===== config.mk =====
export PLATFORM = sky130hd
export DESIGN_NAME = data_mem_arbiter
export DESIGN_NICKNAME = d
export VERILOG_FILES = /design/src/rtl/data_mem_arbiter.sv
export SDC_FILE = /design/constraint.sdc
export NUM_CORES = 1
export LEC_CHECK = 0
export ABC_AREA = 1
export CAP_MARGIN = 20
export CORE_MARGIN = 2
export CORE_UTILIZATION = 29
export DETAILED_ROUTE_END_ITERATION = 6
export GPL_ROUTABILITY_DRIVEN = 0
export PLACE_DENSITY = 0.82
export SLEW_MARGIN = 20
export SYNTH_ARGS = -nofsm -noshare
export SYNTH_HDL_FRONTEND = slang
export SYNTH_SLANG_ARGS = --single-unit

===== constraint.sdc =====
create_clock -name clk -period 2.36 [get_ports clk]
set_input_delay 0.708 -clock clk [delete_from_list [all_inputs] [get_ports clk]]
set_output_delay 0.708 -clock clk [all_outputs]
set_load 0.01 [all_outputs]

===== src/rtl/data_mem_arbiter.sv =====
// data_mem_arbiter: two-port burst-limited arbiter onto a single-port synchronous data memory.
module data_mem_arbiter #(
  parameter int ADDR_W    = 10,
  parameter int DATA_W    = 8,
  parameter int MAX_BURST = 4
) (
  input  logic              clk,
  input  logic              reset_n,
  input  logic              freeze,
  input  logic              p0_req,
  input  logic              p0_we,
  input  logic [ADDR_W-1:0] p0_addr,
  input  logic [DATA_W-1:0] p0_wdata,
  output logic              p0_gnt,
  output logic              p0_rvalid,
  output logic [DATA_W-1:0] p0_rdata,
  input  logic              p1_req,
  input  logic              p1_we,
  input  logic [ADDR_W-1:0] p1_addr,
  input  logic [DATA_W-1:0] p1_wdata,
  output logic              p1_gnt,
  output logic              p1_rvalid,
  output logic [DATA_W-1:0] p1_rdata,
  output logic [ADDR_W-1:0] mem_address,
  output logic              mem_chipselect,
  output logic              mem_write,
  output logic              mem_debugaccess,
  output logic [DATA_W-1:0] mem_writedata,
  output logic              mem_clken,
  input  logic [DATA_W-1:0] mem_readdata
);
  logic       last_gnt;
  logic [3:0] burst_cnt;
  logic       rv0, rv1;
  logic       keep, sel, gnt;
  // burst_cnt==0 means no owner yet, so the first tie after reset goes to port 0
  always_comb begin
    keep            = burst_cnt != 4'd0 && burst_cnt < 4'(MAX_BURST);
    sel             = (p0_req & p1_req) ? (keep ? last_gnt : ~last_gnt) : p1_req;
    gnt             = reset_n & ~freeze & (p0_req | p1_req);
    p0_gnt          = gnt & ~sel;
    p1_gnt          = gnt & sel;
    mem_chipselect  = gnt;
    mem_address     = gnt ? (sel ? p1_addr : p0_addr) : '0;
    mem_writedata   = gnt ? (sel ? p1_wdata : p0_wdata) : '0;
    mem_write       = gnt & (sel ? p1_we : p0_we);
    mem_debugaccess = mem_write;
    mem_clken       = 1'b1;
    p0_rvalid       = rv0 & reset_n;
    p1_rvalid       = rv1 & reset_n;
    p0_rdata        = p0_rvalid ? mem_readdata : '0;
    p1_rdata        = p1_rvalid ? mem_readdata : '0;
  end
  always_ff @(posedge clk) begin
    if (!reset_n) begin
      last_gnt  <= 1'b1;
      burst_cnt <= 4'd0;
      rv0       <= 1'b0;
      rv1       <= 1'b0;
    end else begin
      rv0 <= p0_gnt & ~p0_we;
      rv1 <= p1_gnt & ~p1_we;
      if (gnt) begin
        last_gnt  <= sel;
        burst_cnt <= sel != last_gnt ? 4'd1 : burst_cnt >= 4'(MAX_BURST) ? 4'(MAX_BURST) : burst_cnt + 4'd1;
      end
    end
  end
endmodule


==> results by stage, run 1 <==
Run status:
- The flow ran to the end, but the final reports show violations.
- The final reports fail on negative setup slack.

Placement:
- The placement-stage cell area is 1940 um^2.
- The HPWL reported at the end of detailed placement is 2.57 mm.
- Buffers placed on the I/O ports in this run total 91.

Critical path:
- Counting cells, the worst reg-to-reg path comes to 12.
- In this run the critical register-to-register path is captured at last_gnt.
- The required time of the critical path is 1.65 ns.
- The launch point of the critical path is burst_cnt[1].
- The most critical setup path has its endpoint at mem_address[1].
- On the worst path, the slowest cell contributes a delay of 0.33 ns.
- The data arrival time of the critical path is 1.80 ns.
- The startpoint of the most critical register-to-register path is burst_cnt[1].
- The critical path is of the reg -> out type.
- The maximum fanout count along the critical path is 7.
- The slowest stage cell on the critical path is dfxtp_2.
- The nature of the critical path endpoint is a primary output.
- The startpoint class of the critical path is a flop.
- The setup slack on the worst flop-to-flop path is 0.80 ns.
- The signal on the critical path passes through inv_2, ha_4, inv_4, nand3_4, nand2_4, buf_6, nor2_4, nor2_8, buf_16, nand3_2, nand2_1, buf_2.

Timing:
- Setup slack on the critical path of the routed design comes to -0.152 ns.
- Counting I/O delays and the setup requirement, the final critical path takes 2.51 ns.
- The number of pins with negative max-slew slack in the final report is 0.
- The final-report hold violation count is 0.
- Setup repair after global routing could not meet its margin everywhere.
- In the finished design, the share of the clock period the worst path needs comes to 1.06.
- The setup skew after layout is 0.00277 ns.
- The setup violation total in the final timing report is 21.
- Based on the critical path, the design can be clocked at up to 398 MHz.

Synth:
- Yosys instantiated no cell more often than nand3_1.
- Summed over all instances, the cell type with the most area after synthesis is nand3_1.
- The sequential area share after synthesis is 0.159.
- The fraction of post-synthesis cell area in the top cell type by area is 0.250.
- The number of enable flip-flop cells after synthesis is 0.
- By area the synthesized netlist is led by nand3_1 (25%), dfxtp_1 (16%), nand2_1 (13%).
- For this run, asynchronously set or reset flops after synthesis account for 0.
- The total of flip-flops plus latches after synthesis is 7.
- The number of distinct library cells after synthesis is 21.
- The post-synth design cell area is 882 um^2.
- Sorting the synthesized cells by how often they occur yields nand3_1 (44), nand2_1 (30), nor2_1 (20).
- For this run, the number of Yosys warnings is 0.
- Each instance of the synthesized netlist takes up on average 5.88 um^2.
- Synthesis produced a netlist whose cell count is 150.
- In the synthesized netlist the dominant register cell turns out to be dfxtp_1.
- The net count after synthesis is 203.

Detailed routing:
- The number of antenna-violating nets in the routed design is 0.
- The final layout contains routed wiring with a total length of 4.88 mm.
- The final routed wire length divided by cell count is 15.7 um.
- The detailed router put a total of 1.74 mm of wire on met1.
- Summed over all nets, wire length on met3 after detailed routing comes to 364 um.
- In this run the top signal layer used is met4.
- In the detailed route, the total length drawn on met2 is 2.71 mm.
- The length of the first detailed-routing pass in iterations is 4.
- The total number of vias is 1556.
- After detailed routing, the number of vias per cell comes to 5.00.
- For this block, the initial DRC count from the detailed router was 83.
- The DRC violations left is 0.

Cells and area:
- The register cell area after layout is 143 um^2.
- In the final layout, the multi-input gates occupy 807 um^2.
- After filler insertion, the fill cell instance count of the layout stands at 180.
- The antenna cell count is 0.
- The area of all placed cells without fillers is 2480 um^2.
- The fraction of the core area covered by cells at the end of the flow is 0.834.
- In the final layout, the share of cells above drive strength 1 is 0.475.
- The net total in the final layout is 332.
- Compared with the post-synthesis result, the final layout area differs by 182%.

Global route:
- The via count of the first global-routing pass is 1590.
- After global routing the overflow that remains totals 0.
- The initial antenna violation count is 0.
- Entering global routing, the biggest net connects 11 pins.
- The overall global routing resource usage is 0.269.
- The first-pass GRT wire length is 7.03 mm.

Power and ir drop:
- The static leakage is 1.31 nW.
- The worst IR drop on VDD is 0.262 mV.
- Power spread over the standard cell area amounts to 259 nW/um^2.

Floorplanning:
- The height of the die is 59.2 um.
- The initial utilization of the core area, before any placement, comes to 0.296.
- The site row count is 20.
- The core region is 2980 um^2.
- The number of I/O pins is 93.
- The overall die width is 59.2 um.
- The die area is 3500 um^2.

Clock network:
- The root buffer cell is clkbuf_4.
- The later pin in the worst-skew pair is clocked with a latency of 0.25 ns.
- The clock passes through at most 2 buffers.
- The CTS tree is built.
- The clock edge transition at the registers on the reported setup and hold paths is 0.05 ns.
- The H-tree depth is 1.
- The total clock buffers created by CTS is 3.
- The number of clock sinks is 7.

Flow run:
- The max-capacitance violation count is 0.

Worst hold path:
- The worst hold path belongs to the class reg -> reg.
- In this run the most critical hold path is launched from burst_cnt[3].
-- critical path: cells and delay by family, from the launching register on --
kind | cells | cell delay, ns
adder cells (fa/ha/maj) | 1 | 0.16
buffers and inverters | 5 | 0.51
flip-flops | 1 | 0.33
AND/OR/NAND/NOR | 6 | 0.54
-- report_power, final --
part | internal (W) | total [W] | switching, W
Sequential | 0.000123 | 0.000128 | 0.00000441
Clock | 0.0000644 | 0.000107 | 0.0000424
Combinational | 0.000236 | 0.000410 | 0.000174
-- state kept, by name, summed over array words and instances, names as in the netlist --
signal / count
rv0: 1
burst_cnt: 4
rv1: 1
last_gnt: 1
-- layout make-up --
| cell class | count | share of cell area |
|---|---|---|
| flip-flops and latches | 7 | 0.0574 |
| well taps | 33 | 0.0166 |
| multi-input cells | 112 | 0.325 |
| clock buffers | 4 | 0.0106 |
| repair buffers | 134 | 0.556 |
| inverters | 21 | 0.0347 |
-- logic make-up after synthesis --
group	Yosys count	share of synthesized area
flops	7	0.159
buf+inv	31	0.204
compound gates	8	0.0667
fa+ha+maj	2	0.0284
simple gates	101	0.538
other cells	1	0.00425
-- per-stage QoR --
| step | setup TNS (ns) | hold WS (ns) | instances | power (W) | setup WS (ns) |
|---|---|---|---|---|---|
| after detailed placement | -26.95 | 0.594 | 284 | 0.000407 | -0.773 |
| final | -2.49 | 0.605 | 311 | 0.000644 | -0.152 |
| after CTS | -1.91 | 0.601 | 312 | 0.000631 | -0.115 |
| after global placement | -26.08 | 0.575 | 284 | 0.000404 | -0.753 |
| after global routing | -4.39 | 0.644 | 311 | 0.000681 | -0.239 |
| after floorplan | 0 | 0.462 | 150 | 0.000241 | 0.00639 |
-- worst min path at each step --
stage	to	cells after the start	slack [ns]
final	burst_cnt[3]	3	0.60
after global routing	burst_cnt[3]	3	0.64
after CTS	burst_cnt[3]	3	0.60
after detailed placement	burst_cnt[3]	3	0.59
after global placement	burst_cnt[1]	3	0.58
after floorplan	burst_cnt[3]	2	0.46
-- layout by cell type (no fill, tap or decap), types with 2 or more instances in the layout --
cell type and n:
a21oi_1 2, buf_12 9, buf_16 5, buf_2 19
buf_4 19, buf_6 16, clkbuf_4 3, clkdlybuf4s50_1 46
dfxtp_1 5, dfxtp_2 2, dlygate4sd2_1 16, dlymetal6s2s_1 2
inv_1 13, inv_2 6, nand2_1 21, nand2_2 5
nand2_4 7, nand3_1 14, nand3_2 28, nand3_4 2
nor2_1 18, nor2_4 3, o211ai_1 2, o21ai_0 2
-- metal layers --
| metal | track usage | up-vias |
|---|---|---|
| li1 | - | 741 |
| met1 | 0.260 | 724 |
| met2 | 0.524 | 81 |
| met3 | 0.0786 | 10 |
| met4 | 0.107 | 0 |
| met5 | 0 | - |
-- timing repair --
item / 4_1_cts / 5_1_grt
cloned: 7 / 0
setup endpoints to repair: 41 / 25
buffers inserted: 17 / 2
hold endpoints to repair: 0 / 0
pin swaps: 9 / 12
resized for setup: 182 / 30
hold buffers: 0 / 0
(Power assumes the default switching activity.)
==> inputs of run 2 (changes only) <==
- CORE_ASPECT_RATIO: unset -> 0.7
- PLACE_DENSITY: 0.82 -> 0.86
==> run 2 against run 1 <==
  * The run still ends with negative setup slack left
  * Clock-buffer cell count is the same
  * Sequential power about the same
  * Largest cell class unchanged
  * Routed wire length up 10%
  * Sequential cell count unchanged
  * Critical path depth fell by 1
  * Non-clock buffer count fell by 3
  * Hold slack improved by 0.033 ns
  * Total power rose by 6.1%
  * Critical path type is now in -> out
  * Sequential share of layout area increased by 0.48 points
==> results by stage, run 2 (synthesis results as in run 1) <==
Power and ir drop:
- In this run the static leakage power is 1.24 nW.
- The share of total power dissipated in the clock network is 0.257.
- The share of total power dissipated in combinational logic is 0.558.
- The design draws 0.000683 W.
- For this design the ratio of total power to cell area is 298 nW/um^2.
- Of the total power, registers draw 0.185.
- Of the total power, the share spent switching nets is 0.332.
- The switching power summed over all nets is 0.000227 W.
- The internal power of the cells totals 0.000457 W.
- The worst IR drop on VDD is 0.167 mV.

Detailed routing:
- The routed wire length is 5.37 mm.
- After detailed routing, the average wire length per cell comes to 17.3 um.
- The number of violations reported at the end of detailed-routing iteration 0 is 60.
- The number of antenna-violating nets in the routed design is 0.
- The DRC violations left is 0.
- The ratio of routed vias to standard cells is 5.23.
- The total number of vias is 1626.
- The first TritonRoute pass finished after 4 iterations.

Critical path:
- The data arrival time of the critical path is 1.80 ns.
- The startpoint identified for the worst register-to-register timing path is burst_cnt[0].
- The critical path goes through buf_2, inv_2, nand2_2, nand2_2, inv_4, buf_12, buf_12, buf_12, nand3_1, nand2_1, buf_2.
- The critical path ends at mem_address[7].
- The setup slack on the worst flop-to-flop path is 0.68 ns.
- The maximum fanout count along the critical path is 7.
- The critical path crosses 11 cells after its start point.
- The required time of the critical path is 1.65 ns.
- The worst register-to-register path ends at burst_cnt[1].
- The critical path's largest stage delay is 0.14 ns.
- The cell that appears most often on the critical path is buf_12.
- The kind of cell with the highest combined delay on the critical path is buffers and inverters.
- In this run the worst setup path begins at p1_req.
- The startpoint class of the critical path is an input port.
- The combined buffer and inverter count along the critical path is 7.
- STA classifies the critical path endpoint as a primary output.
- The slowest stage cell on the critical path is buf_2.
- The count of cells along the worst register-to-register path is 9.
- The category of the most critical setup path is in -> out.

Timing:
- The final-report hold violation count came to 0.
- The maximum frequency from static timing analysis is 398 MHz.
- The clock period minus final worst setup slack is 2.51 ns.
- The number of pins with negative max-slew slack in the final report is 0.
- Final hold analysis gives a worst-case slack of 0.637 ns.
- For the final database, setup skew stands at 0.00383 ns.
- The final worst setup slack is -0.152 ns.
- Setup repair after global routing could not meet its margin everywhere.
- Setup violations remaining at the end of the flow were counted as 22.
- The portion of the clock cycle consumed by the worst path in the final layout is 1.06.
- Setup total negative slack on the finished layout was measured at -2.41 ns.

Clock network:
- Counting the buffers created by CTS gives 3.
- The tree is rooted in a clkbuf_8.
- Counting along the longest clock path gives a buffer depth of 2.
- The number of clock sinks is 7.
- After clock tree synthesis, the flow added hold-fix buffers numbering 0.
- Clock-pin slew was measured on the worst setup and hold paths at 0.04 ns.
- The CTS tree is built.
- For the worst-skew pair, the clock arrives at the later sink with an insertion delay of 0.23 ns.
- CTS built an H-tree with a depth of 1.

Global route:
- The first-pass GRT wire length is 8.29 mm.
- The global-route congestion overflow total is 0.
- The initial antenna violation count is 0.
- Entering global routing, the biggest net connects 14 pins.
- The via count of the first global-routing pass came to 1725.
- In the global route stage, overall resource usage came out at 0.307.

Cells and area:
- The net total in the final layout is 329.
- The fraction of the core area covered by cells at the end of the flow is 0.806.
- The most common cell after layout, fill and taps aside is clkdlybuf4s50_1.
- The filler cells instantiated in the layout total 175.
- The final cell count without fillers is 311.
- The register with the most flip-flops in the final layout is burst_cnt.
- The register cell area after layout is 143 um^2.
- The area used by multi-input combinational logic is 712 um^2.
- The register with the most flip-flops in the layout has 4 of them.
- The antenna cell count is 0.
- Leaving out fill and tap cells, the most frequent cells in the layout are clkdlybuf4s50_1 (46), nand3_1 (26), buf_4 (23).
- The layout-stage area growth over the synthesis result is 160%.
- In the final layout, the share of cells above drive strength 1 is 0.433.

Floorplanning:
- The floorplan has 16 rows.
- The die covers 3510 um^2.
- For this configuration, the core starts out at a cell density of 0.310.
- In this run the vertical extent of the chip is 50.1 um.
- For this design the top-level I/O count stands at 93.
- The floorplan step set the die width to 69.9 um.
- The core outline area is 2840 um^2.

Flow run:
- The max-capacitance violation count is 0.

Run status:
- The checks that failed: negative setup slack.
- The run finished, with violations left.

Placement:
- The HPWL reported at the end of detailed placement is 2.86 mm.
- Including well taps, the total number of placed cells is 289.
- The port buffer count is 91.

Worst hold path:
- The classification of the worst-slack hold path is reg -> reg.
- The launch instance of the worst min-delay path is burst_cnt[3].
[run 2: timing repair]
item / 4_1_cts / 5_1_grt
resized for setup: 157 / 38
setup endpoints to repair: 41 / 32
buffers inserted: 14 / 1
pin swaps: 18 / 10
gates cloned: 5 / 0
[run 2: area by class of cell]
class | instances | area share
clock buffers | 4 | 0.0197
flip-flops and latches | 7 | 0.0622
multi-input cells | 112 | 0.311
inverters | 21 | 0.0366
well taps | 36 | 0.0197
repair buffers | 131 | 0.551
[run 2: routing by layer]
layer / share of wire / global-route usage / wire, um / up-vias
met3: 0.071 / 0.0803 / 379 / 28
met2: 0.49 / 0.540 / 2610 / 115
met4: 0.051 / 0.144 / 274 / 0
met5: 0 / 0 / 0 / -
met1: 0.39 / 0.352 / 2100 / 751
li1: - / - / - / 732
[run 2: through the flow]
stage | instance area, um^2 | setup slack, ns
4_1_cts | 2230 | -0.137
3_3_place_gp | 1940 | -0.753
3_5_place_dp | 1940 | -0.785
2_1_floorplan | 887 | 0.00639
5_1_grt | 2290 | -0.228
6_report | 2290 | -0.152
[run 2: worst min-delay path, stage by stage (launching register included)]
cell,delay (ns)
dfxtp_1,0.33
buf_4,0.15
nand2_1,0.06
nor2_1,0.05
[run 2: power by group through the flow]
stage	Sequential [W]	Combinational [W]	Clock [W]
after global routing	0.000127	0.000402	0.000186
after detailed placement	0.000127	0.000283	0
after CTS	0.000126	0.000359	0.000169
final	0.000126	0.000382	0.000175
after global placement	0.000127	0.000276	0
after floorplan	0.000127	0.000114	0
[run 2: how the worst min path moves through the flow]
stage | endpoint | cells after the start
2_1_floorplan | burst_cnt[3] | 2
3_3_place_gp | burst_cnt[1] | 3
3_5_place_dp | burst_cnt[3] | 3
4_1_cts | burst_cnt[3] | 3
5_1_grt | burst_cnt[3] | 3
6_report | burst_cnt[3] | 3
==> inputs of run 3 (changes only) <==
- CORE_ASPECT_RATIO: 0.7 -> 2
- CTS_CLUSTER_DIAMETER: unset -> 80
==> run 3 against run 2 <==
  * The run still ends with negative setup slack left
  * Critical path type is now reg -> out
  * Die area grew 0.56%
  * Routed wire length grew 5.4%
  * Cell area grew 11%
  * Fmax shrank 3.9%
  * Critical endpoint is now mem_address[0]
  * Largest cell class unchanged
==> results by stage, run 3 (synthesis results as in run 1) <==
Cells and area:
- Once layout is complete, the utilization of the core stands at 0.865.
- The register name with the most flops is burst_cnt.
- The area growth from synthesis to layout is 189%.
- The flip-flop count of the largest register, all copies and words added is 4.
- The antenna cell count is 0.
- The area of all placed cells without fillers is 2540 um^2.
- The final layout contains 339 nets.
- The library cells used most frequently in the layout, excluding fill and tap cells, are clkdlybuf4s50_1 (46), buf_4 (24), nand2_1 (22), nand3_2 (22).
- The share of cells above drive strength 1 is 0.467.
- The most common cell after layout, fill and taps aside is clkdlybuf4s50_1.
- After filler insertion, the fill cell instance count of the layout stands at 150.

Timing:
- The maximum frequency from static timing analysis is 383 MHz.
- The portion of the clock cycle consumed by the worst path in the final layout is 1.11.
- After routing, the total negative slack on setup checks comes to -4.34 ns.
- Setup violations remaining at the end of the flow were counted as 22.
- The setup skew after layout is 0.000441 ns.
- Once routing completed, OpenROAD measured the worst setup slack at -0.252 ns.
- Setup repair after global routing could not meet its margin everywhere.
- The number of pins with negative max-slew slack in the final report is 0.
- The clock period minus final worst setup slack is 2.61 ns.
- The tightest hold path in the finished design has a slack of 0.606 ns.
- The final-report hold violation count is 0.

Critical path:
- The cell repeated most along the worst path is nand2_4.
- The startpoint of the most critical register-to-register path is burst_cnt[1].
- The slowest stage cell on the critical path is dfxtp_2.
- The category of the most critical setup path is reg -> out.
- The critical path's largest stage delay is 0.32 ns.
- Tracing the worst setup path back leads to its startpoint at burst_cnt[1].
- The critical path goes through inv_1, ha_4, inv_4, nand2_4, nand2_4, nand2_4, buf_6, nor2_4, nor2_8, buf_12, buf_16, nand3_2, nand2_1, buf_2.
- In this run the worst path has a maximum fanout of 5.
- The startpoint class of the critical path is a flop.
- STA puts the critical path data required time at 1.65 ns.
- The data arrival time of the critical path is 1.90 ns.
- The nature of the critical path endpoint is a primary output.

Global route:
- Entering global routing, the biggest net connects 12 pins.
- The global-route met3 utilization is 0.0440.
- The first-pass GRT wire length is 7.79 mm.
- The overall global routing resource usage is 0.301.
- The via count of the first global-routing pass is 1587.
- The global-route congestion overflow total is 0.
- In the global route stage, met1 resource usage came out at 0.289.
- The initial antenna violation count came to 0.
- For met2 alone, demand over resource in global routing was 0.585.
- The busiest layer in global routing is met2.

Detailed routing:
- The number of violations reported at the end of detailed-routing iteration 0 is 53.
- Wires add up to 5.66 mm.
- The final routed wire length divided by cell count is 18.0 um.
- The ratio of routed vias to standard cells is 5.23.
- The total number of vias is 1646.
- The count of nets left with antenna violations once routing finished came out at 0.
- The DRC violations left is 0.
- The length of the first detailed-routing pass in iterations is 4.

Worst hold path:
- The classification of the worst-slack hold path is reg -> reg.
- The launch instance of the worst min-delay path is burst_cnt[3].

Flow run:
- The max-capacitance violation count is 0.

Clock network:
- CTS placed an instance of clkbuf_8 at the clock tree root.
- The worst-skew pair later-pin latency is 0.23 ns.
- Counting along the longest clock path gives a buffer depth of 2.
- The CTS tree is built.
- The number of clock sinks is 7.
- Clock-pin slew was measured on the worst setup and hold paths at 0.04 ns.
- Buffers inserted during clock tree synthesis total 3.
- The H-tree depth is 1.
- Buffers inserted to repair hold after CTS numbered 0.

Floorplanning:
- The die area is 3530 um^2.
- From left edge to right edge, the die measures 43 um.
- The core outline area is 2940 um^2.
- From bottom edge to top edge, the die measures 82.0 um.
- The initial utilization of the core area, before any placement, comes to 0.300.
- The number of I/O pins is 93.
- The site row count is 28.

Power and ir drop:
- The analysis attributes to cell leakage a power of 1.33 nW.
- The total power per unit cell area is 297 nW/um^2.
- The worst IR drop on VDD is 0.362 mV.

Placement:
- Port buffering added 91 buffers.
- The placement-stage cell area is 1940 um^2.
- The pre-CTS setup slack is -0.801 ns.
- The wire-length estimate of the detail-placed layout is 2.80 mm.

Run status:
- The flow ran to the end, but the final reports show violations.
- The checks that failed: negative setup slack.
run 3: worst max-delay path, delay by kind of cell (launching register included):
kind                       cells  cell delay (ns)
buffers and inverters          6             0.66
and+or+nand+nor                7             0.52
DFF                            1             0.32
adders and majority gates      1             0.16
run 3: path summary, 6_finish.rpt:
path / to / slack (ns) / cells after the start
worst min register to register: burst_cnt[3] / 0.61 / 3
worst max register to register: burst_cnt[1] / 0 / 15
worst max-delay path: mem_address[0] / -0.25 / 14
worst min-delay path: burst_cnt[3] / 0.61 / 3
run 3: what timing repair did:
| action | 4_1_cts | 5_1_grt |
|---|---|---|
| pin swaps | 14 | 22 |
| gates resized for setup | 168 | 45 |
| setup buffers | 25 | 7 |
| gates cloned | 6 | 2 |
| endpoints found under the setup margin | 41 | 28 |
| endpoints found under the hold margin | 0 | 0 |
run 3: metal layers:
metal / routed length [um] / vias to the layer above
met2: 3160 / 91
li1: - / 754
met1: 1880 / 773
met3: 342 / 28
met4: 278 / 0
met5: 0 / -
run 3: metrics by stage:
step                instances  power (W)
detailed placement        279   0.000414
global route              315   0.000784
finish                    315   0.000755
floorplan                 150   0.000241
global placement          279   0.000410
CTS                       314   0.000691
run 3: power breakdown:
part | switching [W] | leakage, nW | internal (W) | total [W]
clock network | 0.0000577 | 0.0228 | 0.000117 | 0.000175
registers | 0.00000396 | 0.0578 | 0.000123 | 0.000127
logic | 0.000191 | 1.25 | 0.000262 | 0.000453
total | 0.000253 | 1.33 | 0.000502 | 0.000755
run 3: cell type report:
cell class | instances | area, um^2 | area share
inverters | 21 | 83.8 | 0.0329
multi-input cells | 112 | 795 | 0.312
well taps | 30 | 37.5 | 0.0147
clock buffers | 4 | 45.0 | 0.0177
repair buffers | 141 | 1440 | 0.566
flip-flops and latches | 7 | 143 | 0.0560
